$ cat src/rtl/rgbw_pkg.sv
// Shared definitions for the RGBW frame scheduler: input word layout,
// output word layout, FSM state encoding and default timing.
package rgbw_pkg;

  // Input word from the serial-input FIFO
  localparam int IN_VALID        = 31;
  localparam int IN_STREAM_RESET = 30;
  localparam int IN_G_HI = 23;
  localparam int IN_G_LO = 16;
  localparam int IN_R_HI = 15;
  localparam int IN_R_LO = 8;
  localparam int IN_B_HI = 7;
  localparam int IN_B_LO = 0;

  // Output word to the RGBW transmitter
  localparam int OUT_G_LO = 24;
  localparam int OUT_R_LO = 16;
  localparam int OUT_B_LO = 8;
  localparam int OUT_W_LO = 0;

  // 80 us at 96 MHz
  localparam int DEF_LATCH_CYCLES = 7680;

  typedef enum logic [2:0] {
    ST_IDLE,
    ST_POP,
    ST_DECODE,
    ST_CONV,
    ST_SEND,
    ST_TXWAIT,
    ST_LATCH
  } state_t;

  function automatic logic [7:0] min3(input logic [7:0] a, input logic [7:0] b,
                                     input logic [7:0] c);
    logic [7:0] m;
    m = (a < b) ? a : b;
    return (m < c) ? m : c;
  endfunction

endpackage

$ cat src/rtl/rgbw_convert.sv
// Registered one-cycle RGB to RGBW conversion.
// RGBW_WHITE_EXTRACT_EN defined: white = min(R,G,B), subtracted from each
// colour. Undefined: white = 0 and colours pass straight through.
module rgbw_convert
  import rgbw_pkg::*;
(
  input  logic        clk,
  input  logic        rst_n,
  input  logic        load,
  input  logic [7:0]  g,
  input  logic [7:0]  r,
  input  logic [7:0]  b,
  output logic [31:0] rgbw
);

  logic [7:0]  w;
  logic [31:0] rgbw_nxt;

  // Combinational colour split; subtraction cannot underflow since w is the minimum
  always_comb begin
`ifdef RGBW_WHITE_EXTRACT_EN
    w = min3(g, r, b);
`else
    w = 8'h00;
`endif
    rgbw_nxt = 32'h0;
    rgbw_nxt[OUT_G_LO +: 8] = g - w;
    rgbw_nxt[OUT_R_LO +: 8] = r - w;
    rgbw_nxt[OUT_B_LO +: 8] = b - w;
    rgbw_nxt[OUT_W_LO +: 8] = w;
  end

  // Result register: one cycle of latency in both build variants
  always_ff @(posedge clk) begin
    if (!rst_n)
      rgbw <= 32'h0;
    else if (load)
      rgbw <= rgbw_nxt;
  end

endmodule

$ cat src/rtl/rgbw_frame_sched.sv
// Frame scheduler between the serial-input word FIFO and the RGBW
// transmitter. Optional white extraction via RGBW_WHITE_EXTRACT_EN
// (implemented in rgbw_convert).
//
// state     | meaning
// ----------+-----------------------------------------------------------
// IDLE      | wait for a FIFO word, pop it
// POP       | FIFO read data arrives, capture it
// DECODE    | drop invalid / overflow words, stream reset -> LATCH
// CONV      | converter busy for one cycle, result into tx_word
// SEND      | wait for tx_ready, issue tx_start
// TXWAIT    | guard cycle, then wait for transmitter idle
// LATCH     | wait for last pixel out, then timed latch gap
module rgbw_frame_sched
  import rgbw_pkg::*;
#(
  parameter int LATCH_CYCLES = DEF_LATCH_CYCLES,
  parameter int MAX_PIXELS   = 256,
  parameter int PIX_W        = 9
)
(
  input  logic             clk,
  input  logic             rst_n,
  input  logic [31:0]      fifo_rd_data,
  input  logic             fifo_empty,
  output logic             fifo_rd,
  input  logic             tx_ready,
  output logic             tx_start,
  output logic [31:0]      tx_word,
  output logic             latch_active,
  output logic             frame_done,
  output logic [PIX_W-1:0] pixel_count,
  output logic             frame_err
);

  localparam int LAT_W = $clog2(LATCH_CYCLES + 1);
  localparam logic [PIX_W-1:0] PIX_MAX = PIX_W'(MAX_PIXELS);

  state_t           state, state_nxt;
  logic [31:0]      word_q;
  logic [PIX_W-1:0] pix_cnt;
  logic [LAT_W-1:0] lat_cnt;
  logic             lat_run;
  logic [31:0]      conv_rgbw;

  logic fifo_rd_c, conv_load, start_set, err_set, lat_start, lat_end;
  logic unused_bits;

  // Bits between the flags and the colour fields carry nothing
  assign unused_bits = ^word_q[29:24];

  // State register
  always_ff @(posedge clk) begin
    if (!rst_n)
      state <= ST_IDLE;
    else
      state <= state_nxt;
  end

  // Next-state and control strobes
  always_comb begin
    state_nxt = state;
    fifo_rd_c = 1'b0;
    conv_load = 1'b0;
    start_set = 1'b0;
    err_set   = 1'b0;
    lat_start = 1'b0;
    lat_end   = 1'b0;
    case (state)
      ST_IDLE: begin
        if (!fifo_empty) begin
          fifo_rd_c = 1'b1;
          state_nxt = ST_POP;
        end
      end
      ST_POP:    state_nxt = ST_DECODE;
      ST_DECODE: begin
        if (!word_q[IN_VALID]) begin
          state_nxt = ST_IDLE;
        end else if (word_q[IN_STREAM_RESET]) begin
          // non-zero payload marks a reset forced by FIFO-full upstream
          err_set   = |word_q[IN_G_HI:IN_B_LO];
          state_nxt = ST_LATCH;
        end else if (pix_cnt == PIX_MAX) begin
          err_set   = 1'b1;
          state_nxt = ST_IDLE;
        end else begin
          conv_load = 1'b1;
          state_nxt = ST_CONV;
        end
      end
      ST_CONV:   state_nxt = ST_SEND;
      ST_SEND: begin
        if (tx_ready) begin
          start_set = 1'b1;
          state_nxt = ST_TXWAIT;
        end
      end
      ST_TXWAIT: begin
        // tx_start is high exactly on the guard cycle, so it masks tx_ready
        if (!tx_start && tx_ready)
          state_nxt = ST_IDLE;
      end
      ST_LATCH: begin
        if (!lat_run) begin
          lat_start = tx_ready;
        end else if (lat_cnt == '0) begin
          lat_end   = 1'b1;
          state_nxt = ST_IDLE;
        end
      end
      default:   state_nxt = ST_IDLE;
    endcase
  end

  // Gated so no word is popped while reset is held
  assign fifo_rd      = fifo_rd_c & rst_n;
  assign latch_active = lat_run;
  assign frame_done   = lat_end;

  rgbw_convert u_convert (
    .clk   (clk),
    .rst_n (rst_n),
    .load  (conv_load),
    .g     (word_q[IN_G_HI:IN_G_LO]),
    .r     (word_q[IN_R_HI:IN_R_LO]),
    .b     (word_q[IN_B_HI:IN_B_LO]),
    .rgbw  (conv_rgbw)
  );

  // Datapath: word capture, tx handshake, pixel counter, latch down-counter
  always_ff @(posedge clk) begin
    if (!rst_n) begin
      word_q      <= 32'h0;
      pix_cnt     <= '0;
      lat_cnt     <= '0;
      lat_run     <= 1'b0;
      tx_start    <= 1'b0;
      tx_word     <= 32'h0;
      pixel_count <= '0;
      frame_err   <= 1'b0;
    end else begin
      tx_start <= start_set;
      if (state == ST_POP)
        word_q <= fifo_rd_data;
      if (state == ST_CONV)
        tx_word <= conv_rgbw;
      if (start_set && pix_cnt != PIX_MAX)
        pix_cnt <= pix_cnt + 1'b1;
      if (err_set)
        frame_err <= 1'b1;
      if (lat_start) begin
        lat_run <= 1'b1;
        lat_cnt <= LAT_W'(LATCH_CYCLES - 1);
      end else if (lat_end) begin
        lat_run     <= 1'b0;
        pixel_count <= pix_cnt;
        pix_cnt     <= '0;
      end else if (lat_run) begin
        lat_cnt <= lat_cnt - 1'b1;
      end
    end
  end

endmodule

$ cat config.mk
export PLATFORM = sky130hd
export DESIGN_NAME = rgbw_frame_sched
export DESIGN_NICKNAME = d
export VERILOG_FILES = /design/src/rtl/rgbw_pkg.sv /design/src/rtl/rgbw_convert.sv /design/src/rtl/rgbw_frame_sched.sv
export SDC_FILE = /design/constraint.sdc
export NUM_CORES = 1
export LEC_CHECK = 0
export CORE_MARGIN = 2
export CORE_UTILIZATION = 47
export DETAILED_ROUTE_END_ITERATION = 7
export GPL_ROUTABILITY_DRIVEN = 0
export MAX_ROUTING_LAYER = met4
export PLACE_DENSITY = 0.76
export SYNTH_ARGS = -nofsm -noshare
export SYNTH_HDL_FRONTEND = slang
export SYNTH_SLANG_ARGS = --single-unit
export TNS_END_PERCENT = 1
$ cat constraint.sdc
create_clock -name clk -period 1.9 [get_ports clk]
set_input_delay 0.38 -clock clk [delete_from_list [all_inputs] [get_ports clk]]
set_output_delay 0.38 -clock clk [all_outputs]
set_load 0.02 [all_outputs]
==> impl_results.md <==
* Vias in the first global route at 3749
* Distinct cells, synth at 50
* Largest net degree at the start of global routing at 96
* Cell Rows at 35
* Root Driver: clkbuf_8
* Clock Skews at 15.3 ps
* Rel. slew slack at 36.4%
* Final WL at 10400 um
* Crit-path leading delay family: simple AND/OR/NAND/NOR gates
* Drt first pass iters at 4
* Clock transition at the registers of the reported paths at 120 ps
* Cts hold-fix bufs at 0
* Flops & latches, synth at 111
* TritonCTS clock tree: built
* Fin nets at 652
* Number of synthesized flops with an enable pin at 0
* Worst EP arrival at 1590 ps
* Via/cell ratio at 5.21
* Achievable Freq at 507 MHz
* DIE AREA at 10400 um^2
* Gr ovfl total at 0
* Final Cell Area at 5840 um^2
* Core area at 9240 um^2
* Area grow syn2layout at 30.1%
* Slowest stage delay, CP at 340 ps
* Total GRT Usage at 21.0%
* Crit path capture type: primary output
* Most frequent cells after synthesis: 111 x dfxtp_1, 107 x nand2_1, 57 x a21oi_1
* Min Tclk post-route at 1970 ps
* Post-Syn Area at 4490 um^2
* Final Slew Violations at 0
* Placed Cells at 725
* Maxcap violations at 0
* Biggest area consumer among synthesized cells: dfxtp_1
* Most numerous cell in the Yosys netlist: dfxtp_1
* Post-synthesis sequential area ratio at 49.5%
* Buffers added on ports at 67
* Critical Path Source Type: flip-flop
* Synth top area cells: dfxtp_1 49%, nand2_1 8.9%, mux2i_1 7.6%
* Static Leak at 2.06 nW
* CP bufs+invs at 3
* Via count at 3889
* Min-delay worst type: flip-flop to flip-flop
* DIE HEIGHT at 102 um
* Syn_area_per_cell at 8.74 um^2
* Yosys warning count at 0
* Tcrit/Tclk final at 104%
* Share of cells above drive strength 1 at 14.7%
* Initial core utilization at 48.6%
* H-tree depth at 3
* RSZ-0062 raised after global routing: yes
* Post-Layout Cell Count at 746
* Hpwl dp at 7280 um
* Crit path max fanout at 2
* Initial antenna violation count at 0
* CP Cell Sequence: inv_2 -> ha_4 -> nor4b_4 -> buf_4 -> and4_4 -> buf_6
* Async S/R FF share, synth at 0%
* DRC violations left at 0
* Worst endpoint required time at 1520 ps
* Worst-Margin Slew at 954 ps
* Clock sink count at 111
* Num CTS Buffers at 9
* Final setup fails at 3
* Clock tree buffer depth at 2
* Setup CP Type: flip-flop to primary output
* Power Density at 704 nW/um^2
* Post-synth top area share at 49.5%
* Critical-path top delay cell: dfxtp_2
* Clock insertion delay at the later pin of the skew report at 370 ps
* Post-synth top flop: dfxtp_1
* Diode count at 0
* Die width at 102 um
* First-pass GRT wire length at 17000 um
* Final Hold Fails at 0
* Placed cell areas at 5540 um^2
* Routed Antenna Nets at 0
* Worst ir drop on vdd at 462 uV
* PnR worst setup slack at -72.7 ps
* Status: complete, but fails checks
* Ports at 82
* Failing checks: setup timing
* Post-Syn Instances at 514
* Drt wl/cell at 14.0 um
* Setup tns final at -118 ps
* First-iteration detailed-routing DRC count at 197
worst paths after layout:
path,from,end,slack [ps],depth (start not counted)
max,lat_cnt[1],frame_done,-70,6
min,u_convert.rgbw[14],tx_word[14],450,2
min reg2reg,u_convert.rgbw[14],tx_word[14],450,2
max reg2reg,lat_cnt[5],lat_cnt[11],-30,4
cell families after synthesis:
family | share of synthesized area [%]
compound gates | 12.2
xor+xnor | 1.75
fa+ha+maj | 1.11
buf+inv | 5.54
flops | 49.5
mux | 7.58
other cells | 0.0835
simple gates | 22.2
through the flow:
stage	total power [mW]	setup slack, ps	util, %	hold WS, ps
global route	4.27	-140	63.2	480
floorplan	2.60	15.6	-	431
detailed placement	2.74	-294	60.0	446
finish	4.11	-72.7	63.2	450
global placement	2.73	-270	60.0	437
CTS	4.14	-91.7	63.1	455
tightest hold or removal path, delay by kind of cell, from the launching register on:
kind / cells / cell delay (ps)
flip-flops: 1 / 330
AO/OA/AOI/OAI: 1 / 50
AND/OR/NAND/NOR: 1 / 50
cells in the final DEF, fill, tap and decap left out, types with 3 or more instances in the layout:
| cell type | synthesis | layout |
|---|---|---|
| nor2_1 | 51 | 51 |
| a21o_1 | 3 | 3 |
| mux2i_1 | 34 | 34 |
| and3_1 | 3 | 3 |
| xnor2_1 | 4 | 4 |
| nand3b_1 | 3 | 3 |
| inv_1 | 8 | 6 |
| a311oi_1 | 7 | 7 |
| nand4_1 | 6 | 6 |
| nor4bb_1 | 3 | 3 |
| nor3_1 | 6 | 6 |
| buf_12 | 0 | 3 |
| dfxtp_2 | 0 | 5 |
| nor4_1 | 7 | 7 |
| dfxtp_1 | 111 | 106 |
| nand3_1 | 7 | 7 |
| xor2_1 | 5 | 5 |
| clkbuf_8 | 0 | 9 |
| a21oi_1 | 57 | 57 |
| o21ai_0 | 4 | 4 |
| conb_1 | 1 | 8 |
| a211oi_1 | 9 | 8 |
| nand2_1 | 107 | 107 |
| clkdlybuf4s50_1 | 0 | 65 |
| inv_2 | 0 | 3 |
| buf_4 | 9 | 50 |
| ha_1 | 4 | 3 |
repair_timing:
| action | 4_1_cts | 5_1_grt |
|---|---|---|
| gates resized for setup | 27 | 1 |
| endpoints found under the hold margin | 0 | 0 |
| setup buffers | 4 | 1 |
| pin swaps | 3 | 0 |
| setup endpoints to repair | 4 | 6 |
state kept, by name (all words and copies together) (netlist names):
signal	count
state	3
pix_cnt	9
pixel_count	9
u_convert.rgbw	24
tx_start	1
lat_cnt	13
latch_active	1
word_q	26
tx_word	24
frame_err	1
area by class of cell:
cell class | count | area, um^2
clock inverter | 7 | 80.1
tap | 129 | 161
sequential | 111 | 2230
inverter | 9 | 33.8
timing repair buffer | 120 | 1100
multi-input combinational | 361 | 2110
clock buffer | 9 | 124
fill | 770 | 3400
metal layers:
layer  global-route usage (%)  vias to the layer above  part of all wire [%]
met3                     3.73                       12                   3.8
met4                     6.13                        0                   1.0
met2                     34.1                       87                    50
li1                         -                     1947                     -
met5                        -                        -                     0
met1                     26.9                     1843                    46
where the power goes:
part,switching [mW],internal (mW),total [mW]
registers,0.0313,2.36,2.39
clock network,0.896,0.532,1.43
logic,0.159,0.134,0.293
Power figures use the tool's default switching activity.
